==> config.mk <==
export PLATFORM = sky130hd
export DESIGN_NAME = mult_tiled_seq_flat
export DESIGN_NICKNAME = d
export VERILOG_FILES = /design/src/rtl/mult_pkg.sv /design/src/rtl/mult_tiled_seq_if.sv /design/src/rtl/chunk_mult.sv /design/src/rtl/dr_alm_core.sv /design/src/rtl/mult_tiled_seq.sv /design/src/flat_wrapper.sv
export SDC_FILE = /design/constraint.sdc
export NUM_CORES = 1
export LEC_CHECK = 0
export ABC_AREA = 1
export CAP_MARGIN = 20
export CORE_ASPECT_RATIO = 0.5
export CORE_MARGIN = 10
export CORE_UTILIZATION = 40
export CTS_BUF_LIST = sky130_fd_sc_hd__clkbuf_4 sky130_fd_sc_hd__clkbuf_8 sky130_fd_sc_hd__clkbuf_16
export CTS_CLUSTER_SIZE = 30
export DETAILED_ROUTE_END_ITERATION = 12
export PLACE_DENSITY_LB_ADDON = 0.05
export SYNTH_ARGS = -nofsm -noshare
export SYNTH_HDL_FRONTEND = slang
export SYNTH_SLANG_ARGS = --single-unit
==> constraint.sdc <==
create_clock -name i_clk -period 6.88 [get_ports i_clk]
set_input_delay 1.72 -clock i_clk [delete_from_list [all_inputs] [get_ports i_clk]]
set_output_delay 1.72 -clock i_clk [all_outputs]
set_load 0.01 [all_outputs]
==> src/rtl/mult_pkg.sv <==
// mult_pkg: shared state/mode types and sizing helper for the tiled sequential multiplier
package mult_pkg;
  typedef enum logic [1:0] {ST_IDLE, ST_CALC, ST_DONE} mult_state_e;
  typedef enum logic {MODE_EXACT, MODE_DRALM} mult_mode_e;
  function automatic int chunk_count(input int dw, input int ch);
    return dw / ch;
  endfunction
endpackage

==> src/rtl/mult_tiled_seq_if.sv <==
// mult_tiled_seq_if: operand and result valid/ready channels of the tiled multiplier
interface mult_tiled_seq_if #(parameter int DWIDTH = 16);
  logic i_valid;
  logic o_ready;
  logic [DWIDTH-1:0] i_a;
  logic [DWIDTH-1:0] i_b;
  logic i_mode;
  logic o_valid;
  logic i_ready;
  logic [2*DWIDTH-1:0] o_z;
  modport slave (input i_valid, i_a, i_b, i_mode, i_ready, output o_ready, o_valid, o_z);
  modport master (output i_valid, i_a, i_b, i_mode, i_ready, input o_ready, o_valid, o_z);
endinterface

==> src/rtl/chunk_mult.sv <==
// chunk_mult: CHUNK+1-bit signed sub-multiplier, exact or DR-ALM selected per call
module chunk_mult import mult_pkg::*; #(
  parameter int CHUNK = 8,
  parameter int TRUNC_WIDTH = 6
) (
  input  logic signed [CHUNK:0]     a,
  input  logic signed [CHUNK:0]     b,
  input  mult_mode_e                mode,
  output logic signed [2*CHUNK+1:0] p
);
  logic signed [2*CHUNK+1:0] p_exact, p_alm;
  assign p_exact = a * b;
  dr_alm_core #(.DWIDTH(CHUNK + 1), .TRUNC_WIDTH(TRUNC_WIDTH)) u_alm (.a(a), .b(b), .p(p_alm));
  assign p = (mode == MODE_DRALM) ? p_alm : p_exact;
endmodule

==> src/rtl/dr_alm_core.sv <==
// dr_alm_core: signed dynamic-range approximate logarithmic multiplier (Mitchell log/antilog on truncated mantissas)
module dr_alm_core #(
  parameter int DWIDTH = 16,
  parameter int TRUNC_WIDTH = 6
) (
  input  logic signed [DWIDTH-1:0]   a,
  input  logic signed [DWIDTH-1:0]   b,
  output logic signed [2*DWIDTH-1:0] p
);
  localparam int KW = $clog2(DWIDTH);
  localparam int F = TRUNC_WIDTH;
  logic [DWIDTH-1:0] ma, mb;
  logic [KW-1:0] ka, kb;
  logic [F-1:0] na, nb;
  logic [F:0] s, t;
  logic [KW:0] e;
  logic [2*DWIDTH-1:0] mag;
  // fractions are truncated to F bits with the LSB forced high to centre the truncation error
  always_comb begin
    ma = a[DWIDTH-1] ? -a : a;
    mb = b[DWIDTH-1] ? -b : b;
    ka = '0;
    kb = '0;
    for (int n = 0; n < DWIDTH; n++) begin
      ka = ma[n] ? KW'(n) : ka;
      kb = mb[n] ? KW'(n) : kb;
    end
    na = F'({ma, {F{1'b0}}} >> ka);
    nb = F'({mb, {F{1'b0}}} >> kb);
    s = {1'b0, na | F'(1)} + {1'b0, nb | F'(1)};
    t = s[F] ? s : {1'b1, s[F-1:0]};
    e = {1'b0, ka} + {1'b0, kb} + {{KW{1'b0}}, s[F]};
    mag = (ma == '0 || mb == '0) ? '0 : (2*DWIDTH)'(((2*DWIDTH+F+1)'(t) << e) >> F);
    p = (a[DWIDTH-1] ^ b[DWIDTH-1]) ? -mag : mag;
  end
endmodule

==> src/rtl/mult_tiled_seq.sv <==
// mult_tiled_seq: iterative signed DWIDTH x DWIDTH multiplier, one CHUNK x CHUNK partial product per cycle
module mult_tiled_seq import mult_pkg::*; #(
  parameter int DWIDTH = 16,
  parameter int CHUNK = 8,
  parameter int TRUNC_WIDTH = 6
) (
  input logic        i_clk,
  input logic        i_rst_n,
  mult_tiled_seq_if.slave bus
);
  localparam int K = chunk_count(DWIDTH, CHUNK);
  localparam int IW = K > 1 ? $clog2(K) : 1;
  localparam int PW = 2*CHUNK + 2;
  localparam int ZW = 2*DWIDTH;
  if (DWIDTH % CHUNK != 0) begin : g_chk
    $error("DWIDTH must be a multiple of CHUNK");
  end
  mult_state_e state, state_d;
  mult_mode_e mode, mode_d;
  logic [DWIDTH-1:0] ma, mb, ma_d, mb_d;
  logic sign, sign_d, ready, ready_d, valid, valid_d;
  logic [IW-1:0] i, j, i_d, j_d;
  logic [ZW-1:0] acc, acc_d, acc_sum, z, z_d;
  logic signed [CHUNK:0] ca, cb;
  logic signed [PW-1:0] pp;
  logic last;
  // operands are held as magnitudes so every chunk product is non-negative
  assign ca = {1'b0, CHUNK'(ma >> (CHUNK*int'(i)))};
  assign cb = {1'b0, CHUNK'(mb >> (CHUNK*int'(j)))};
  assign last = (i == IW'(K-1)) && (j == IW'(K-1));
  assign acc_sum = acc + (ZW'(unsigned'(pp)) << (CHUNK*(int'(i) + int'(j))));
  chunk_mult #(.CHUNK(CHUNK), .TRUNC_WIDTH(TRUNC_WIDTH)) u_cm (.a(ca), .b(cb), .mode(mode), .p(pp));
  always_comb begin
    state_d = state;
    mode_d = mode;
    ma_d = ma;
    mb_d = mb;
    sign_d = sign;
    ready_d = ready;
    valid_d = valid;
    i_d = i;
    j_d = j;
    acc_d = acc;
    z_d = z;
    case (state)
      ST_IDLE: if (bus.i_valid && ready) begin
        ma_d = bus.i_a[DWIDTH-1] ? -bus.i_a : bus.i_a;
        mb_d = bus.i_b[DWIDTH-1] ? -bus.i_b : bus.i_b;
        sign_d = bus.i_a[DWIDTH-1] ^ bus.i_b[DWIDTH-1];
        mode_d = mult_mode_e'(bus.i_mode);
        acc_d = '0;
        i_d = '0;
        j_d = '0;
        ready_d = 1'b0;
        state_d = ST_CALC;
      end
      ST_CALC: begin
        acc_d = acc_sum;
        j_d = (j == IW'(K-1)) ? '0 : j + IW'(1);
        i_d = (j == IW'(K-1)) ? ((i == IW'(K-1)) ? '0 : i + IW'(1)) : i;
        if (last) begin
          z_d = sign ? -acc_sum : acc_sum;
          valid_d = 1'b1;
          state_d = ST_DONE;
        end
      end
      ST_DONE: if (bus.i_ready) begin
        valid_d = 1'b0;
        ready_d = 1'b1;
        state_d = ST_IDLE;
      end
      default: state_d = ST_IDLE;
    endcase
  end
  always_ff @(posedge i_clk or negedge i_rst_n) begin
    if (!i_rst_n) begin
      state <= ST_IDLE;
      mode <= MODE_EXACT;
      ma <= '0;
      mb <= '0;
      sign <= 1'b0;
      ready <= 1'b1;
      valid <= 1'b0;
      i <= '0;
      j <= '0;
      acc <= '0;
      z <= '0;
    end else begin
      state <= state_d;
      mode <= mode_d;
      ma <= ma_d;
      mb <= mb_d;
      sign <= sign_d;
      ready <= ready_d;
      valid <= valid_d;
      i <= i_d;
      j <= j_d;
      acc <= acc_d;
      z <= z_d;
    end
  end
  assign bus.o_ready = ready;
  assign bus.o_valid = valid;
  assign bus.o_z = z;
endmodule

==> src/flat_wrapper.sv <==
// flat-port wrapper written by rule: the top's interface ports become plain ports
module mult_tiled_seq_flat import mult_pkg::*;
#(
  parameter int DWIDTH = 16,
  parameter int CHUNK = 8,
  parameter int TRUNC_WIDTH = 6
)
  (i_clk, i_rst_n, bus_i_valid, bus_i_a, bus_i_b, bus_i_mode, bus_i_ready, bus_o_ready, bus_o_valid, bus_o_z);
  mult_tiled_seq_if #(.DWIDTH(DWIDTH)) bus_i ();
  input logic i_clk;
  input logic i_rst_n;
  input wire logic [$bits(bus_i.i_valid)-1:0] bus_i_valid;
  input wire logic [$bits(bus_i.i_a)-1:0] bus_i_a;
  input wire logic [$bits(bus_i.i_b)-1:0] bus_i_b;
  input wire logic [$bits(bus_i.i_mode)-1:0] bus_i_mode;
  input wire logic [$bits(bus_i.i_ready)-1:0] bus_i_ready;
  output wire logic [$bits(bus_i.o_ready)-1:0] bus_o_ready;
  output wire logic [$bits(bus_i.o_valid)-1:0] bus_o_valid;
  output wire logic [$bits(bus_i.o_z)-1:0] bus_o_z;
  assign bus_i.i_valid = bus_i_valid;
  assign bus_i.i_a = bus_i_a;
  assign bus_i.i_b = bus_i_b;
  assign bus_i.i_mode = bus_i_mode;
  assign bus_i.i_ready = bus_i_ready;
  assign bus_o_ready = bus_i.o_ready;
  assign bus_o_valid = bus_i.o_valid;
  assign bus_o_z = bus_i.o_z;
  mult_tiled_seq #(.DWIDTH(DWIDTH), .CHUNK(CHUNK), .TRUNC_WIDTH(TRUNC_WIDTH)) u_core (.i_clk(i_clk), .i_rst_n(i_rst_n), .bus(bus_i));
endmodule
[Word level (Yosys, flattened, before mapping)]
Cells that the tools add are included.
Storage, ports and cells
  input port bits: 37
  bits in latches: 0
  output and inout bits: 34
  memories: 0
  logic and storage cells: 87
  ROM bits: 0
  flip-flop bits (word level): 104
  RAM bits: 0
Cells by class
  multiplexer cells: 36
  bitwise logic cells: 1
  reduce and logical (&&, ||, !) cells: 16
  div/mod/pow operators: 0
  add/sub/neg operators: 10
  equality and inequality tests: 6
  $lt $le $gt $ge: 0
  multipliers: 1
  shift-type cells: 6
Operator list (count)
  2-to-1 mux 32 bit: 2
  one-hot mux 32 bit (2 select lines): 1
  2-to-1 mux 4 bit: 12
  2-to-1 mux 18 bit: 2
  adder 32 bit: 1
  2-to-1 mux 16 bit: 2
  negation 16 bit: 2
  negation 32 bit: 1
  left shift 18 x 32 -> 32 bit: 1
  right shift 16 x 4 -> 8 bit: 2
  right shift 14 x 4 -> 6 bit: 2
  left shift 7 x 5 -> 24 bit: 1
  logical NOT 9 bit: 2
  multiplier 8 x 8 -> 16 bit: 1
  AND reduction 3 bit: 4
  2-to-1 mux 1 bit: 9
  one-hot mux 1 bit (2 select lines): 4
  adder 6 x 6 -> 7 bit: 1
  2-to-1 mux 2 bit: 3
  inequality test 2 x 1 -> 1 bit, second input constant: 3
  one-hot mux 2 bit (3 select lines): 1
  AND reduction 2 bit: 3
  nonzero test 2 bit: 3
  adder 4 x 4 -> 5 bit: 1
  10 further kinds: 12

[Depth between registers and ports, before layout]
Gate-level depths: netlist (run 1).
  word-level depth: 18
  depth in mapped cells: 55
  gate-level depth less buffers: 53

[By module]
A second synthesis (run 1) with hierarchy kept.
Second synthesis, totals
  cells, all modules: 2330
  area, all modules: 14615.3 sq um
Modules (own cells, without submodules)
  mult_tiled_seq: sequential area each 2603.7 sq um, cells each 1349, area each 8550.7 sq um, times used 1
  chunk_mult: sequential area each 0.0 sq um, cells each 500, area each 3460.8 sq um, times used 1
  dr_alm_core: sequential area each 0.0 sq um, cells each 481, area each 2603.7 sq um, times used 1

[Least setup slack after synthesis (run 1)]
Ideal clock, no wire load.
  kind: reg2reg
  from: register u_core.i
  to: register u_core.z[16] (netlist: u_core.bus.o_z[16])
  slack: 0.075 ns
  path buffers: 3
  clock period less this slack: 6.805 ns
  setup time: 0.117 ns
  cell stages (with the launch flop): 47
  data required time: 6.763 ns
  data arrival time: 6.688 ns
  cells stage by stage: dfrtp_1 buf_6 inv_4 or2_1 o21ai_2 inv_2 a21oi_2 o21ai_1 a21oi_2 buf_6 nand2_1 o21ai_0 nand2_1 a32o_1 ha_1 nand3b_1 nand2_1 nand2_1 (+11 left out) nand2_1 nor2_1 ha_1 fa_1 inv_1 ha_1 inv_1 nor2_1 nand3_1 nor2_1 nand3_1 nor2_2 nand3_2 o21ai_0 nand2_1 xor2_1 nand2_1 nand2_1
Between the ends
  longest elaborated chain between the ends: 18
  elaborated cells between the ends (all ways): 25
  classes of those cells: add/sub: 6; mul: 1; shift: 4; mux: 10; reduce/logical: 4
RTL lines
  start, declared: RTL line mult_tiled_seq.sv:22  | logic [IW-1:0] i, j, i_d, j_d;
  start signal, assigned: RTL line mult_tiled_seq.sv:96  | i <= i_d;
  right shift 16 x 4 -> 8 bit: RTL line mult_tiled_seq.sv:28  | assign ca = {1'b0, CHUNK'(ma >> (CHUNK*int'(i)))};
  2-to-1 mux 1 bit: RTL line dr_alm_core.sv:25  | ka = ma[n] ? KW'(n) : ka;
  2-to-1 mux 4 bit (6 in series): RTL line dr_alm_core.sv:25
  right shift 14 x 4 -> 6 bit: RTL line dr_alm_core.sv:28  | na = F'({ma, {F{1'b0}}} >> ka);
  adder 6 x 6 -> 7 bit: RTL line dr_alm_core.sv:30  | s = {1'b0, na | F'(1)} + {1'b0, nb | F'(1)};
  adder 5 x 1 -> 5 bit: RTL line dr_alm_core.sv:32  | e = {1'b0, ka} + {1'b0, kb} + {{KW{1'b0}}, s[F]};
  left shift 7 x 5 -> 24 bit: RTL line dr_alm_core.sv:33  | mag = (ma == '0 || mb == '0) ? '0 : (2*DWIDTH)'(((2*DWIDTH+F+1)'(t) << e) >> F);
  2-to-1 mux 18 bit: RTL line dr_alm_core.sv:33
  2-to-1 mux 18 bit: RTL line chunk_mult.sv:14  | assign p = (mode == MODE_DRALM) ? p_alm : p_exact;
  left shift 18 x 32 -> 32 bit: RTL line mult_tiled_seq.sv:31  | assign acc_sum = acc + (ZW'(unsigned'(pp)) << (CHUNK*(int'(i) + int'(j))));
  adder 32 bit: RTL line mult_tiled_seq.sv:31
  negation 32 bit: RTL line mult_tiled_seq.sv:62  | z_d = sign ? -acc_sum : acc_sum;
  2-to-1 mux 32 bit: RTL line mult_tiled_seq.sv:62
  end signal, assigned: RTL line mult_tiled_seq.sv:99  | z <= z_d;
  end, declared: RTL line mult_tiled_seq.sv:23  | logic [ZW-1:0] acc, acc_d, acc_sum, z, z_d;
Parallel ways exist; a longest one is shown, timed or not.
A chain may end at the register's enable or synchronous reset.

[Final worst setup path (run 1)]
  from: register u_core.j
  to: register u_core.z[23] (netlist: u_core.bus.o_z[23])
Between the ends
  longest elaborated chain between the ends: 18
  elaborated cells between the ends (all ways): 25
  classes of those cells: add/sub: 6; mul: 1; shift: 4; mux: 10; reduce/logical: 4
RTL lines
  start, declared: RTL line mult_tiled_seq.sv:22
  start signal, assigned: RTL line mult_tiled_seq.sv:97  | j <= j_d;
  right shift 16 x 4 -> 8 bit: RTL line mult_tiled_seq.sv:29  | assign cb = {1'b0, CHUNK'(mb >> (CHUNK*int'(j)))};
  2-to-1 mux 1 bit: RTL line dr_alm_core.sv:26  | kb = mb[n] ? KW'(n) : kb;
  2-to-1 mux 4 bit (6 in series): RTL line dr_alm_core.sv:26
  right shift 14 x 4 -> 6 bit: RTL line dr_alm_core.sv:29  | nb = F'({mb, {F{1'b0}}} >> kb);
  adder 6 x 6 -> 7 bit: RTL line dr_alm_core.sv:30
  adder 5 x 1 -> 5 bit: RTL line dr_alm_core.sv:32
  left shift 7 x 5 -> 24 bit: RTL line dr_alm_core.sv:33
  2-to-1 mux 18 bit: RTL line dr_alm_core.sv:33
  2-to-1 mux 18 bit: RTL line chunk_mult.sv:14
  left shift 18 x 32 -> 32 bit: RTL line mult_tiled_seq.sv:31
  adder 32 bit: RTL line mult_tiled_seq.sv:31
  negation 32 bit: RTL line mult_tiled_seq.sv:62
  2-to-1 mux 32 bit: RTL line mult_tiled_seq.sv:62
Parallel ways exist; a longest one is shown, timed or not.

==> results, run 1 <==
- Once layout is complete, the utilization of the core stands at 61.17%.
- At the later pin of the worst-skew pair, clock insertion delay measures 370 ps.
- Setup violations remaining at the end of the flow were counted as 10.
- The count of nets left with antenna violations once routing finished came out at 0.
- Once routing completed, OpenROAD measured the worst setup slack at -153.3 ps.
- The vertical die dimension is 140.9 um.
- The slowest stage of the critical path belongs to the cell sky130_fd_sc_hd__fa_2.
- STA classifies the critical path startpoint as a flop.
- VDD sags by at most 0.1423 mV.
- Synthesis inferred 104 register bits.
- The wire length of the first global-routing pass is 63200 um.
- The count of TritonRoute iterations in the first routing pass is 5.
- Using the TritonRoute via totals, the vias-per-cell ratio works out to between 4 and 5.
- In this run the static leakage power is 9.130 nW.
- The number of buffers on the longest clock path is 2.
- The standard-cell row count is between 40 and 50.
- The area added between synthesis and finish is 51.07%.
- In this run the tool buffered the top-level ports with 70 buffer cells.
- For this design, the sink count on the clock tree is between 100 and 150.
- The hold violation total from the final report is 0.
- Dividing the detail-routed wire length by the instance count gives roughly 16 um.
- The worst clock skew on the final layout is ~13 ps.
- The mapped netlist covers 11700 um^2.
- The async set or reset register ratio after synthesis is 100.0%.
- The flow ran to the end, but the final reports show violations.
- The number of warnings printed during yosys synthesis is 0.
- In the finished design, the share of the clock period the worst path needs comes to 102.2%.
- The number of pins exceeding their max-slew limit in the final report was 0.
- The clock transition at the registers of the reported paths is 80 ps.
- The initial antenna violation count came to 1.
- The worst reg2reg path endpoint is u_core.bus.o_z[23].
- STA puts the critical path data required time at 7130 ps.
- The max-capacitance violation count is 0.
- Following the worst setup path forward leads to its endpoint at u_core.bus.o_z[23].
- The checks that failed: setup timing.
- At the worst endpoint, the arrival time is 7290 ps.
- Cells with a size suffix above 1 make up roughly 37% of the layout.
- The count of cell types in the netlist is 57.
- The estimated wirelength of the detail-placed design is 32480 um.
- The finished layout holds between 2000 and 3000 standard cells, fillers aside.
- The via count of the first global-routing pass is about 12000.
- The I/O pin count is 71.
- The library cell used as clock root buffer is sky130_fd_sc_hd__clkbuf_16.
- The ratio of total power to cell area is 69.66 nW/um^2.
- STA classifies the critical path endpoint as a flop.
- The worst setup path is of the reg -> reg kind.
- The post-synthesis cell count is ~1900.
- The post-detailed-routing wire length is 41570 um.
- The clock tree synthesis step divided the H-tree into 3 levels.
- The path class of the tightest hold or removal check is reg -> reg.
- By area the synthesized netlist is led by sky130_fd_sc_hd__dfrtp_1 (22%), sky130_fd_sc_hd__nand2_1 (19%), sky130_fd_sc_hd__inv_1 (9.8%).
- For this block, the via count after detailed routing is 12908.
- For this run, design rule violations remaining after detail routing come to 0.
- The maximum number of pins on one net before global-route repair is 63.
- The worst flop-to-flop path startpoint is u_core.j.
- The worst slew margin relative to its limit is 25.83%.
- TritonCTS created 9 clock buffers.
- A synthesized cell averages 6.312 um^2.
- The library cell appearing most often on the critical path is sky130_fd_sc_hd__buf_4.
- For the worst flop-to-flop path, the logic depth is between 40 and 50.
- Along the worst path, the maximum fanout reaches 8.
- Counting instances in the post-synthesis netlist gives the leading cell types as sky130_fd_sc_hd__nand2_1 (596), sky130_fd_sc_hd__inv_1 (304), sky130_fd_sc_hd__nor2_1 (160).
- Setup repair after global routing could not meet its margin everywhere.
- The post-place instance area is approximately 15000 um^2.
- The global placer's final weighted congestion is 0.9584.
- The final critical delay including setup and external delays is 7033 ps.
- The final global-route overflow total is 0.
- The number of instances in the placed design is 2576.
- Measured along the x axis, the die boundary spans 261.9 um.
- The diode insertion count for antenna repair is 0.
- TritonCTS built the clock tree.
- The net count of the mapped netlist is between 2000 and 2500.
- The kind of cell adding the most delay to the critical path is simple AND/OR/NAND/NOR gates.
- Counting flops with a built-in enable in the synthesized netlist gives 0.
- The cell type with the highest aggregate area in the netlist is sky130_fd_sc_hd__dfrtp_1.
- The count of routing violations after the opening detailed-route iteration is 873.
- The design draws roughly 1.2 mW.
- In this run the register-to-register setup slack is -150 ps.
- The effective utilization at floorplan is 40.49%.
- sky130_fd_sc_hd__nand2_1 is the most common cell in the netlist.
- The transition at the pin with the smallest max-transition slack is 1112 ps.
- The count of hold buffers inserted by post-cts repair is 0.
- The core area is 28900 um^2.
- Tracing the worst setup path back leads to its startpoint at u_core.j.
- The sequential area share after synthesis is ~22%.
- For this run, the post-layout net count is around 2400.
- The synthesized design devotes to its leading area cell type 22.03% of total area.
- The main flop type after synthesis is sky130_fd_sc_hd__dfrtp_1.
- The top achievable clock speed is 142.2 MHz.
- Counting both buffers and inverters, the worst setup path holds a total of 12.
- The number of logic stages on the critical path including buffering is 44.
- The finished cells cover 17680 um^2.
- In this design, the stage delay of the slowest critical-path cell is 660 ps.
- The all-layer global routing usage is a little over a fifth.
- The die covers 36910 um^2.
-- logic make-up (layout without fill, tap and decap cells) --
group | Yosys count | count (layout) | share of synthesized area (%)
adder cells (fa/ha/maj) | 118 | 118 | 15.18
buffers and inverters | 356 | 771 | 11.68
flip-flops | 104 | 104 | 22.25
XOR/XNOR | 48 | 48 | 3.657
AND/OR/NAND/NOR | 984 | 985 | 35.44
multiplexers | 2 | 2 | 0.1711
AO/OA/AOI/OAI | 242 | 242 | 11.62
-- cell usage in the layout, fill, tap and decap left out, types with 39 or more instances in the layout --
cell type / n
sky130_fd_sc_hd__o21ai_0: 81
sky130_fd_sc_hd__dfrtp_1: 101
sky130_fd_sc_hd__nand2_2: 124
sky130_fd_sc_hd__nor2_2: 48
sky130_fd_sc_hd__ha_1: 49
sky130_fd_sc_hd__buf_4: 352
sky130_fd_sc_hd__inv_2: 39
sky130_fd_sc_hd__nand2_1: 463
sky130_fd_sc_hd__nor2_1: 97
sky130_fd_sc_hd__nand3_1: 100
sky130_fd_sc_hd__clkdlybuf4s50_1: 69
sky130_fd_sc_hd__inv_1: 263
-- metal layers --
layer	track usage (%)	part of all wire, %	up-vias
met3	4.044	3.0	35
met5	0	0.031	-
met2	35.45	47	174
met4	3.279	1.7	2
met1	29.15	48	6020
li1	-	-	6677
-- report_power, final --
group / switching, mW / internal (mW)
Clock: 0.264 / 0.289
Sequential: 0 / 0.611
Combinational: 0.0376 / 0.0298
-- what timing repair did --
item,in CTS,in global routing
cloned,1,1
pin swaps,31,150
setup endpoints to repair,34,43
setup buffers,16,53
resized for setup,123,396
-- metrics by stage --
step | setup WS [ps] | TNS, ps | hold WS [ps]
finish | -153.3 | -955.9 | 474.6
global route | -457.3 | -8550 | 497.3
CTS | -162.7 | -1563 | 477.7
detailed placement | -584.2 | -11750 | 465.0
global placement | -516.7 | -9869 | 462.7
floorplan | 74.70 | 0 | 445.5
-- state kept, by name, indices dropped and copies added, names as in the netlist --
signal              flops
u_core.acc             32
u_core.bus.o_z         32
u_core.ma              16
u_core.mb              16
u_core.state            2
u_core.bus.o_ready      1
u_core.bus.o_valid      1
u_core.i                1
u_core.j                1
u_core.mode             1
u_core.sign             1
-- area by class of cell --
type | instances | area, um^2
Sequential cell | 104 | 2606
Multi-Input combinational cell | 1395 | 9484
Timing Repair Buffer | 442 | 3610
Inverter | 313 | 1191
Clock buffer | 10 | 232.7
Tap cell | 391 | 489.2
Clock inverter | 6 | 66.31
Fill cell | 2815 | 11220
-- worst min-delay path, cell delays in order, from the launching register on --
cell and delay, ps:
sky130_fd_sc_hd__dfstp_2 380, sky130_fd_sc_hd__nand2_1 60, sky130_fd_sc_hd__nand2_1 40
-- how the worst min path moves through the flow --
stage	endpoint	slack, ps	start	cells after the start
finish	u_core.bus.o_ready	470	u_core.bus.o_ready	2
global route	u_core.bus.o_ready	500	u_core.bus.o_ready	2
CTS	u_core.bus.o_ready	480	u_core.bus.o_ready	2
detailed placement	u_core.bus.o_ready	460	u_core.bus.o_ready	2
global placement	u_core.bus.o_z[24]	460	u_core.bus.o_z[24]	2
floorplan	u_core.ma[9]	450	u_core.ma[9]	2
Power figures use the tool's default switching activity.
==> run 2, diff against run 1 <==
--- a/config.mk
+++ b/config.mk
@@ -11,9 +11,10 @@
 export CORE_MARGIN = 10
 export CORE_UTILIZATION = 40
 export CTS_BUF_LIST = sky130_fd_sc_hd__clkbuf_4 sky130_fd_sc_hd__clkbuf_8 sky130_fd_sc_hd__clkbuf_16
-export CTS_CLUSTER_SIZE = 30
 export DETAILED_ROUTE_END_ITERATION = 12
 export PLACE_DENSITY_LB_ADDON = 0.05
+export SKIP_CTS_REPAIR_TIMING = 1
+export SLEW_MARGIN = 10
 export SYNTH_ARGS = -nofsm -noshare
 export SYNTH_HDL_FRONTEND = slang
 export SYNTH_SLANG_ARGS = --single-unit
==> run 2 against run 1 <==
The run still ends with setup timing left. Sequential share of layout area increased by 0.92 points. Clock skew increased by 1.5 ps. Hold slack about the same. Clock power about the same. Design area decreased by 5.9%. Non-clock buffer count decreased by 34. Utilization decreased by 3.6 points. Sequential power about the same. Critical path type unchanged. Largest power group unchanged.
==> results, run 2 (same netlist as run 1, synthesis figures left out) <==
- The fraction of final layout cells sized beyond drive strength 1 is between 20 and 30%.
- The count of routing violations after the opening detailed-route iteration is between 800 and 900.
- The number of pins exceeding their max-slew limit in the final report came to 0.
- In this run the critical register-to-register path is captured at u_core.bus.o_z[23].
- The footprint of the flip-flops and latches is about 2600 um^2.
- Global routing finished with a remaining overflow of 0.
- The effective utilization at floorplan is 40.49%.
- The worst slew margin relative to its limit is 30.63%.
- The transition at the pin with the smallest max-transition slack is 1037 ps.
- The end point of the critical path is u_core.bus.o_z[23].
- The routed length on met1 is 19180 um.
- The internal power summed over all cells is 929.5 uW.
- The post-route worst setup slack is -288.8 ps.
- The wire length of the first global-routing pass is 62090 um.
- Summed over all failing endpoints, the final setup total negative slack is -2786 ps.
- Per report_power, the clock group accounts for 44.9% of the total.
- The final reports fail on setup timing.
- The clock tree from TritonCTS is built.
- The worst setup slack for register-to-register paths is -290 ps.
- The worst flop-to-flop path startpoint is u_core.j.
- Detailed routing placed a total of 1786 um of wire on met3.
- The tightest min-delay check is of the reg -> reg type.
- Excluding fillers, the count of instances in the completed layout stands at 2629.
- STA classifies the critical path startpoint as a flop.
- The highest metal layer carrying signal wires in the routed design is met4.
- The data arrival time at the worst-slack endpoint is 7420 ps.
- The estimated wirelength of the detail-placed design is 32480 um.
- The switching fraction of total power is 24.46%.
- The library cell appearing most often on the critical path is sky130_fd_sc_hd__nand2_1.
- The congestion estimate from routability-driven global placement came to between 0.9 and 1.
- The run finished, with violations left.
- The clock transition at the registers of the reported paths is 80 ps.
- The hold violation total from the final report is 0.
- Setup repair after global routing could not meet its margin everywhere.
- The initial antenna violation count is 2.
- After floorplanning, the core was divided into 44 placement rows.
- The clock sink count is 104.
- The top cell types in the final layout, fill and taps aside, are sky130_fd_sc_hd__nand2_1 (523), sky130_fd_sc_hd__buf_4 (328), sky130_fd_sc_hd__inv_1 (282), sky130_fd_sc_hd__nor2_1 (116), sky130_fd_sc_hd__nand3_1 (107).
- The remaining routing DRC violations is 0.
- Tracing the worst setup path back leads to its startpoint at u_core.j.
- The met2 wirelength from detailed routing is 18730 um.
- The via count of the first global-routing pass was 11726.
- In the final layout, the multi-input gates occupy 8766 um^2.
- The core area is ~29000 um^2.
- The worst setup path is of the reg -> reg kind.
- The first detailed-routing pass ran for 5 iterations.
- Entering global routing, the biggest net connects 63 pins.
- The number of cells on the worst reg-to-reg path is 42.
- The final core utilization is 57.58%.
- The nature of the critical path endpoint is a flop.
- The total of fill cells in the finished design is 2932.
- In this run the vertical extent of the chip is 140.9 um.
- The clock passes through at most 2 buffers.
- The detail route stage leaves a number of antenna-violating nets equal to 0.
- For this design the static power due to leakage is slightly below 9 nW.
- The highest cell delay on the worst timing path is approximately 650 ps.
- The post-detailed-routing wire length is 40290 um.
- In this run, the combinational gates consume 5.5% of the power.
- The pre-CTS setup slack is -584.2 ps.
- Power spread over the standard cell area amounts to 73.94 nW/um^2.
- Buffers inserted during clock tree synthesis total 9.
- At the later pin of the worst-skew pair, clock insertion delay measures between 300 and 400 ps.
- The data required time at the worst endpoint is approximately 7100 ps.
- The max-capacitance violation count is 0.
- The switching power is 301.0 uW.
- Summing over every cut layer, the via total after detailed routing is 12767.
- The deepest level of the CTS H-tree is 3.
- The number of instances in the placed design is 2576.
- The die area is roughly 37000 um^2.
- The worst supply voltage drop on vdd is 0.1421 mV.
- The I/O pin count is 71.
- The standard cell with the maximum stage delay on the critical path is sky130_fd_sc_hd__fa_2.
- The routed length per placed instance is 15.33 um.
- In this run the tool buffered the top-level ports with 70 buffer cells.
- Compared with the post-synthesis result, the final layout area differs by 42.21%.
- The layout net count is 2386.
- Setup violations remaining at the end of the flow were counted as 17.
- Sequential cells burn 49.6% of the power.
- The number of vias per cell is 4.856.
- Along the worst path, the maximum fanout reaches 12.
- The library cell used most frequently in the layout, excluding fill and tap cells, is sky130_fd_sc_hd__nand2_1.
- The library cell used as clock root buffer is sky130_fd_sc_hd__clkbuf_16.
- The top achievable clock speed is 139.5 MHz.
- Dividing the final minimum period by the clock period gives 104.2%.
- Across the routed clock network, the largest skew measured is 14.55 ps.
- Global routing used 21.12% of the available tracks across all layers.
- From left edge to right edge, the die measures 261.9 um.
- The final critical delay including setup and external delays is ~7000 ps.
==> run 2: metrics by stage <==
step | hold WS [ps] | cell area [um^2] | power, mW
after global routing | 497.3 | 16640 | 1.275
final | 474.6 | 16640 | 1.230
after detailed placement | 465.0 | 15010 | 0.6920
after floorplan | 445.5 | 11700 | 0.6462
after CTS | 477.7 | 15310 | 1.245
after global placement | 462.7 | 15010 | 0.6918
==> run 2: worst max-delay path: cells and delay by family (launching register included) <==
family	cells	cell delay (ps)
mux	1	200
simple gates	16	1980
compound gates	10	1410
fa+ha+maj	4	1550
xor+xnor	1	150
flops	1	450
buf+inv	10	1290
==> run 2: cell type report <==
cell class                      count  area share, %
Multi-Input combinational cell   1395          52.67
Timing Repair Buffer              408          19.80
Sequential cell                   104          15.66
Inverter                          313          7.105
Tap cell                          391          2.940
Clock buffer                       10          1.398
Clock inverter                      6         0.3985
Antenna cell                        2        0.03007
==> run 2: worst min path at each step <==
stage | startpoint | end | slack [ps] | depth (start not counted)
finish | u_core.bus.o_ready | u_core.bus.o_ready | 470 | 2
global route | u_core.bus.o_ready | u_core.bus.o_ready | 500 | 2
CTS | u_core.bus.o_ready | u_core.bus.o_ready | 480 | 2
detailed placement | u_core.bus.o_ready | u_core.bus.o_ready | 460 | 2
global placement | u_core.bus.o_z[24] | u_core.bus.o_z[24] | 460 | 2
floorplan | u_core.ma[9] | u_core.ma[9] | 450 | 2
==> run 2: routing by layer <==
layer / vias up / global-route usage [%]
li1: 6608 / -
met1: 5918 / 28.88
met2: 210 / 34.66
met3: 31 / 3.919
met4: 0 / 3.189
met5: - / 0
==> run 2: power by group through the flow <==
stage               Sequential [mW]  Combinational [mW]  Clock [mW]
floorplan                     0.623              0.0232           0
global placement              0.623              0.0689           0
detailed placement            0.623              0.0692           0
CTS                           0.611              0.0693       0.565
global route                  0.611              0.0756       0.589
finish                        0.611              0.0673       0.552
